`src/rtl/w_stage_grf.sv`:
```
// w_stage_grf: writeback stage and general register file.
// Decodes the instruction held in the W pipeline register, selects the value
// to write back (ALU result, memory read data or link address) and commits it
// into the 32x32 register file. The D stage reads two operands
// combinationally. A W-stage write in the same cycle is forwarded straight to
// the read ports, so no W->D stall is needed. A counter tracks retired
// (non-bubble) instructions.
//
// Interface contract: there is no valid/ready handshake. Every cycle the W
// inputs describe exactly one instruction, or a bubble when W_Instr is 0. The
// write triple (W_we, W_wa, W_wd) is a pure function of those inputs. The
// register file takes the write on the next rising clock edge.
module w_stage_grf #(
   parameter int CNT_W    = 32,
   parameter int LINK_OFS = 8
) (
   input  logic             clk,
   input  logic             reset,
   input  logic [31:0]      W_PC,
   input  logic [31:0]      W_Instr,
   input  logic [31:0]      W_ALUAns,
   input  logic [31:0]      W_DMRD,
   input  logic             W_b_jump,
   input  logic [4:0]       D_rs_addr,
   input  logic [4:0]       D_rt_addr,
   output logic [31:0]      D_rs_data,
   output logic [31:0]      D_rt_data,
   output logic             W_we,
   output logic [4:0]       W_wa,
   output logic [31:0]      W_wd,
   output logic [CNT_W-1:0] retire_cnt
);

   // Writeback source selected by the decoder.
   typedef enum logic [1:0] {
      WB_NONE = 2'd0,
      WB_ALU  = 2'd1,
      WB_MEM  = 2'd2,
      WB_LINK = 2'd3
   } wb_src_e;

   // Opcode and function values recognised in W.
   localparam logic [5:0] OP_SPECIAL = 6'b000000;
   localparam logic [5:0] OP_REGIMM  = 6'b000001;
   localparam logic [5:0] OP_JAL     = 6'b000011;
   localparam logic [5:0] OP_ORI     = 6'b001101;
   localparam logic [5:0] OP_LUI     = 6'b001111;
   localparam logic [5:0] OP_LW      = 6'b100011;
   localparam logic [5:0] FN_ADDU    = 6'b100001;
   localparam logic [5:0] FN_SUBU    = 6'b100011;
   localparam logic [4:0] RT_BGEZAL  = 5'b10001;
   localparam logic [4:0] REG_RA     = 5'd31;

   // Instruction fields.
   logic [5:0]  op;
   logic [4:0]  rt;
   logic [4:0]  rd;
   logic [5:0]  funct;

   // Raw decode results, before the $0 filter is applied.
   wb_src_e     dec_src;
   logic [4:0]  dec_wa;
   logic        dec_cond_ok;
   logic [31:0] link_val;
   logic [31:0] dec_wd;
   logic        dec_wr;

   // Architectural state.
   logic [31:0] regs [1:31];

   assign op    = W_Instr[31:26];
   assign rt    = W_Instr[20:16];
   assign rd    = W_Instr[15:11];
   assign funct = W_Instr[5:0];

   // Link arithmetic wraps modulo 2^32.
   assign link_val = W_PC + 32'(LINK_OFS);

   // Choose the writeback source and destination from the opcode fields.
   always_comb begin
      dec_src     = WB_NONE;
      dec_wa      = 5'd0;
      dec_cond_ok = 1'b1;
      unique case (op)
         OP_SPECIAL: begin
            if (funct == FN_ADDU || funct == FN_SUBU) begin
               dec_src = WB_ALU;
               dec_wa  = rd;
            end
         end
         OP_ORI, OP_LUI: begin
            dec_src = WB_ALU;
            dec_wa  = rt;
         end
         OP_LW: begin
            dec_src = WB_MEM;
            dec_wa  = rt;
         end
         OP_JAL: begin
            dec_src = WB_LINK;
            dec_wa  = REG_RA;
         end
         OP_REGIMM: begin
            if (rt == RT_BGEZAL) begin
               dec_src     = WB_LINK;
               dec_wa      = REG_RA;
               dec_cond_ok = W_b_jump;
            end
         end
         default: begin
            dec_src = WB_NONE;
            dec_wa  = 5'd0;
         end
      endcase
   end

   // Mux the writeback data. Non-writing decodes drive zero.
   always_comb begin
      dec_wd = 32'd0;
      unique case (dec_src)
         WB_ALU:  dec_wd = W_ALUAns;
         WB_MEM:  dec_wd = W_DMRD;
         WB_LINK: dec_wd = link_val;
         default: dec_wd = 32'd0;
      endcase
   end

   // An untaken bgezal reports no destination and no data, like any
   // non-writing instruction.
   assign dec_wr = (dec_src != WB_NONE) && dec_cond_ok;

   // A write aimed at $0 is suppressed, and the address is driven to 0 so
   // the hazard logic never sees it as a producer.
   always_comb begin
      W_we = 1'b0;
      W_wa = 5'd0;
      W_wd = 32'd0;
      if (dec_wr) begin
         W_wd = dec_wd;
         if (dec_wa != 5'd0) begin
            W_we = 1'b1;
            W_wa = dec_wa;
         end
      end
   end

   // Register file storage. $0 has no storage.
   // Reset clears $1..$31 asynchronously and discards any write on that edge.
   always_ff @(posedge clk or negedge reset) begin
      if (!reset) begin
         for (int i = 1; i < 32; i++) begin
            regs[i] <= 32'd0;
         end
      end else if (W_we) begin
         regs[W_wa] <= W_wd;
      end
   end

   // Read port A: $0 reads 0, then the W bypass, then storage.
   always_comb begin
      D_rs_data = 32'd0;
      if (D_rs_addr == 5'd0) begin
         D_rs_data = 32'd0;
      end else if (W_we && (D_rs_addr == W_wa)) begin
         D_rs_data = W_wd;
      end else begin
         D_rs_data = regs[D_rs_addr];
      end
   end

   // Read port B: same priority as port A.
   always_comb begin
      D_rt_data = 32'd0;
      if (D_rt_addr == 5'd0) begin
         D_rt_data = 32'd0;
      end else if (W_we && (D_rt_addr == W_wa)) begin
         D_rt_data = W_wd;
      end else begin
         D_rt_data = regs[D_rt_addr];
      end
   end

   // Count every non-bubble instruction that leaves W. The counter wraps
   // naturally.
   always_ff @(posedge clk or negedge reset) begin
      if (!reset) begin
         retire_cnt <= '0;
      end else if (W_Instr != 32'd0) begin
         retire_cnt <= retire_cnt + CNT_W'(1);
      end
   end

endmodule

```
`config.mk`:
```
export PLATFORM = sky130hd
export DESIGN_NAME = w_stage_grf
export DESIGN_NICKNAME = d
export VERILOG_FILES = /design/src/rtl/w_stage_grf.sv
export SDC_FILE = /design/constraint.sdc
export NUM_CORES = 2
export LEC_CHECK = 0
export ABC_AREA = 1
export BUFFER_PORTS_ARGS = -buffer_cell sky130_fd_sc_hd__clkbuf_2
export CORE_ASPECT_RATIO = 0.75
export CORE_MARGIN = 2
export CORE_UTILIZATION = 39
export CTS_CLUSTER_DIAMETER = 60
export DETAILED_ROUTE_END_ITERATION = 16
export PLACE_DENSITY = 0.58
export SYNTH_ARGS = -nofsm -noshare
export SYNTH_HDL_FRONTEND = slang
export SYNTH_SLANG_ARGS = --single-unit
```
`constraint.sdc`:
```
create_clock -name clk -period 3.2 [get_ports clk]
set_input_delay 0.48 -clock clk [delete_from_list [all_inputs] [get_ports clk]]
set_output_delay 0.48 -clock clk [all_outputs]
set_load 0.02 [all_outputs]
```
=== After elaboration in Yosys (flattened, before gate mapping) ===
Index checks and enable logic that the tools add are counted.

* Logic and storage cells: 94
* Bits in registers: 1024

* Eq/ne operators: 13
* Bitwise gates (word level): 3
* $add $sub $neg: 2
* Magnitude comparators: 4
* Mux-type cells: 27
* Reduce and logical (&&, ||, !) cells: 13

{| class="wikitable"
|+ Operators with widths
! kind !! number
|-
| $bwmux W992 || 1
|-
| $bmux W32 S5 || 2
|-
| $mux W32 || 10
|-
| $demux W32 S5 || 1
|-
| $pmux W32 S3 || 1
|-
| $add A32 B1 Y32 const B || 1
|-
| $add A32 B4 Y32 const B || 1
|-
| $reduce_bool A32 Y1 || 1
|-
| $mux W5 || 4
|-
| $pmux W5 S4 || 1
|-
| $eq A6 B6 Y1 const B || 3
|-
| $ge A6 B6 Y1 const B || 3
|-
| $not A5 Y6 || 3
|-
| $eq A6 B4 Y1 const B || 2
|-
| $eq A5 B5 Y1 || 2
|-
| $logic_not A5 Y1 || 2
|-
| $pmux W2 S5 || 1
|-
| $eq A6 B1 Y1 const B || 1
|-
| $eq A6 B2 Y1 const B || 1
|-
| $logic_not A6 Y1 || 1
|-
| $lt A6 B1 Y1 const B || 1
|-
| $eq A5 B5 Y1 const B || 1
|-
| $mux W1 || 5
|-
| $reduce_bool A5 Y1 || 1
|-
| other kinds (8) || 12
|}

=== Depth between registers and ports, before layout ===
* Depth after elaboration: 13
* Depth in mapped cells: 18
* Gate-level depth less buffers: 15

=== Worst setup path before layout ===
No wires, ideal clock.

* Path kind: input -> output
* Start point: input W_Instr[29]
* End point: output D_rs_data[27]
* Arrival time: 2.452 ns
* Setup slack: 0.268 ns
* Cell stages on the path: 13
* Path buffers: 2
* Data required time: 2.720 ns
* Cells stage by stage: nor2_4 -> nand3_2 -> nor2_4 -> nor2_4 -> nand3_4 -> buf_6 -> nand3_1 -> nand2_1 -> nand2_1 -> nor2_4 -> nand3_1 -> clkbuf_1 -> o21ai_0

* Longest elaborated chain between the ends: 10
* Elaborated cells between the ends (all ways): 27

{| class="wikitable"
|+ RTL lines
! what !! RTL line !! text
|-
| start: declaration || 20 || <nowiki>input logic [31:0] W_Instr,</nowiki>
|-
| $eq A6 B6 Y1 / $eq A6 B4 Y1 (equally long branches) || 84 || <nowiki>unique case (op)</nowiki>
|-
| $reduce_or A3 Y1 (no line) / $reduce_or A2 Y1 (equally long branches) || -- ||
|-
| $pmux W5 S4 / $pmux W2 S5 (equally long branches) || 84 ||
|-
| $reduce_bool A5 Y1 / $reduce_bool A2 Y1 (equally long branches) || 140, 130 ||
|-
| $mux W5 / $logic_and A1 B1 Y1 (equally long branches) || 140, 130 ||
|-
| $mux W5 || 138 || <nowiki>if (dec_wr) begin</nowiki>
|-
| $eq A5 B5 Y1 || 164 || <nowiki>end else if (W_we && (D_rs_addr == W_wa)) begin</nowiki>
|-
| $logic_and A1 B1 Y1 || 164 ||
|-
| $mux W32 * || 164 ||
|-
| $mux W32 * || 162 || <nowiki>if (D_rs_addr == 5'd0) begin</nowiki>
|-
| end: declaration || 26 || <nowiki>output logic [31:0] D_rs_data,</nowiki>
|}

Every way passes the cells marked *; elsewhere a longest branch is shown, timed or not.

=== Final worst setup path ===
* Start point: input W_Instr[29]
* End point: output D_rt_data[26]

* Longest elaborated chain between the ends: 10
* Elaborated cells between the ends (all ways): 27

{| class="wikitable"
|+ RTL lines
! what !! RTL line !! text
|-
| $eq A6 B6 Y1 / $eq A6 B4 Y1 (equally long branches) || 84 ||
|-
| $reduce_or A3 Y1 (no line) / $reduce_or A2 Y1 (equally long branches) || -- ||
|-
| $pmux W5 S4 / $pmux W2 S5 (equally long branches) || 84 ||
|-
| $reduce_bool A5 Y1 / $reduce_bool A2 Y1 (equally long branches) || 140, 130 ||
|-
| $mux W5 / $logic_and A1 B1 Y1 (equally long branches) || 140, 130 ||
|-
| $mux W5 || 138 ||
|-
| $eq A5 B5 Y1 || 176 || <nowiki>end else if (W_we && (D_rt_addr == W_wa)) begin</nowiki>
|-
| $logic_and A1 B1 Y1 || 176 ||
|-
| $mux W32 * || 176 ||
|-
| $mux W32 * || 174 || <nowiki>if (D_rt_addr == 5'd0) begin</nowiki>
|-
| end: declaration || 27 || <nowiki>output logic [31:0] D_rt_data,</nowiki>
|}

Marked as above.

==> flow_summary.json <==
{
  "max_slew_margin_pct": 46.6,
  "cts_buffers": 115,
  "r2r_end": "retire_cnt[14]$_DFFE_PN0P_",
  "grt_pass1_wl_mm": 414,
  "mostFrequentLayoutCells": "1,846 x nand2_1, 1,352 x o21ai_0, 1,024 x dfrtp_1",
  "dpl.hpwl_mm": 196,
  "wl_mm": 291,
  "syn-num-nets": 8120,
  "drv_slew": 0,
  "die_w_um": 452,
  "worstHoldPathCells": 7,
  "dr.pass1.iters": 9,
  "grt_setup_unrepaired": "yes",
  "violations": "negative setup slack",
  "cp.arrival_ns": 2.81,
  "worstPathMaxFanout": 8,
  "synth-main-ff-cell": "dfrtp_1",
  "htreeDepth": 3,
  "grt_antenna_before_repair": 6,
  "outcome": "finished, violations left",
  "grt_usage_pct": 36.3,
  "required_ns": 2.72,
  "ys_ff_latch": 1024,
  "hold_viol_final": 0,
  "finish.utilization_pct": 48.7,
  "max_freq_mhz": 304,
  "final_common_cell": "nand2_1",
  "gr-total-overflow": 0,
  "worstSetupPathType": "in -> out",
  "finalCritPeriodShare_pct": 103,
  "grt_pass1_vias": 57800,
  "worstHoldStart": "W_Instr[10]",
  "ff2ff_setup_slack_ns": 1.01,
  "ant_nets": 0,
  "synth_edf_count": 0,
  "clk_latency_ns": 0.79,
  "skew_ns": 0.0311,
  "ys_warn_count": 0,
  "clkTransAtPathRegs_ns": 0.06,
  "rows": 123,
  "hold_path.class": "in -> reg",
  "holdPathEnd": "retire_cnt[17]$_DFFE_PN0P_",
  "syn_avg_cell_area_um2": 7.37,
  "irDropWorstVdd_uv": 448,
  "chipHeight_um": 340,
  "syn_inst": 7977,
  "end_kind": "output port",
  "drive_gt1_share_pct": 17.1,
  "core_mm2": 0.150,
  "cts.path.max_buffers": 3,
  "seq_area_frac_synth_pct": 43.6,
  "startpoint_type": "primary input",
  "worstReg2RegStart": "retire_cnt[1]$_DFFE_PN0P_",
  "cts_root_buffer": "clkbuf_16",
  "reg2regPathDepth": 10,
  "synth_area_mm2": 0.0588,
  "async_reset_ff_share_pct": 100,
  "num-nets-final": 8526,
  "start_util_pct": 39.2,
  "finalSetupViolations": 38,
  "layout_setup_ws_ns": -0.0886,
  "power_density_mw_per_mm2": 438,
  "cts_tree": "yes",
  "cts_sinks": 1024,
  "hold_ws_ns": 0.298,
  "cap_violations": 0,
  "fin_crit_ns": 3.29,
  "worstMarginPinSlew_ns": 0.802,
  "via_count": 63300,
  "leakage_nw": 32.4,
  "viasPerCell": 6.03,
  "routabilityCongestion": 1.03,
  "grt_max_degree": 90,
  "syn2layout_area_growth_pct": 24.1,
  "port_buffers": 274,
  "synth_cell_types": 51,
  "drc": 0,
  "dieArea_mm2": 0.154,
  "drt-initial-drc-count": 10400,
  "post_drt_wl_per_cell_um": 27.7,
  "num_io_pins": 275
}
[synth_stat cells, drive strengths merged (23+ instances only)]
| cell type | n | area share, % |
|---|---|---|
| o21a | 113 | 1.4 |
| a21oi | 624 | 5.3 |
| nand2 | 1915 | 12 |
| clkbuf | 529 | 3.4 |
| dfrtp | 1024 | 44 |
| a211oi | 24 | 0.31 |
| o2111ai | 74 | 1.1 |
| a22oi | 23 | 0.29 |
| nand4 | 35 | 0.38 |
| o21ai | 1558 | 13 |
| inv | 683 | 4.4 |
| nor2 | 211 | 1.7 |
| nand3 | 448 | 4.1 |
| a31o | 31 | 0.46 |
| buf | 191 | 1.6 |
| o211ai | 204 | 2.6 |
| o221ai | 151 | 2.2 |
| nor3 | 36 | 0.33 |
| xor2 | 27 | 0.40 |
[worst max-delay path, cell delays in order]
cell and delay [ns]:
buf_8 0.10, nor2_4 0.20, nand3_2 0.13, nor2_4 0.13, nor2_4 0.06, buf_6 0.12, nand3_4 0.12, buf_6 0.12
nand3_4 0.06, buf_8 0.15, nand2_2 0.06, nand2_2 0.06, nor2_4 0.13, nand3_4 0.21, buf_12 0.24, nand2_1 0.07
nand2_1 0.12, inv_1 0.08, buf_2 0.16
[power by group]
group	switching, mW	total [mW]	internal, mW
clock	6.09	14.4	8.29
sequential	0.0328	13.0	13.0
combinational	3.07	4.55	1.48
total	9.20	32.0	22.8
[cell type report]
type,instances,area (um^2)
diodes,5,12.5
clock buffers,158,3300
clock inverters,56,714
fillers,14500,76900
inverters,688,2630
multi-input cells,5547,28300
flip-flops and latches,1024,25600
well taps,2000,2500
repair buffers,1007,9960
[state kept, by name, summed over array words and instances (netlist names)]
register    flops
retire_cnt     32
regs          992
[worst max-delay path by stage]
stage,endpoint,slack [ns],from,depth (start not counted)
floorplan,D_rs_data[27],0.27,W_Instr[29],13
global placement,D_rs_data[23],-0.39,W_PC[8],15
detailed placement,D_rs_data[23],-0.37,W_PC[8],15
CTS,D_rs_data[11],0.0008,regs[555]$_DFFE_PN0P_,9
global route,D_rt_data[25],-0.18,W_Instr[26],19
finish,D_rt_data[26],-0.09,W_Instr[29],19
[metal layers]
metal / up-vias / GRT usage (%) / share of wire [%]
li1: 27900 / - / -
met1: 30400 / 51.6 / 41
met2: 4240 / 48.9 / 39
met3: 717 / 11.6 / 13
met4: 8 / 18.8 / 6.2
met5: - / 0 / 0.015
[cell families (layout without fill, tap and decap cells)]
kind of cell	Yosys count	in the layout	synth area share [%]
buffers and inverters	1408	1909	9.38
flip-flops	1024	1024	43.6
adder cells (fa/ha/maj)	2	2	0.0425
other	0	5	0
XOR/XNOR	34	34	0.506
AND/OR/NAND/NOR	2686	2688	19.2
AO/OA/AOI/OAI	2823	2823	27.3
[what timing repair did]
item / 4_1_cts / 5_1_grt
gates resized for setup: 28 / 294
cloned: 1 / 13
setup buffers: 5 / 17
endpoints found under the setup margin: 31 / 75
hold buffers: 1 / 0
pin swaps: 12 / 45
endpoints found under the hold margin: 34 / 0
[stage by stage]
| stage | TNS (ns) | power, mW | setup WS (ns) | cells | area (um^2) |
|---|---|---|---|---|---|
| final | -1.30 | 32.0 | -0.0886 | 10500 | 73000 |
| after global placement | -2.28 | 17.5 | -0.390 | 10200 | 67800 |
| after detailed placement | -1.75 | 17.5 | -0.366 | 10200 | 67800 |
| after global routing | -5.84 | 32.8 | -0.183 | 10500 | 73000 |
| after floorplan | 0 | 15.1 | 0.268 | 7977 | 58800 |
| after CTS | 0 | 31.7 | 0.000776 | 10500 | 71900 |
Note: power is estimated with default switching activity, not from simulation.
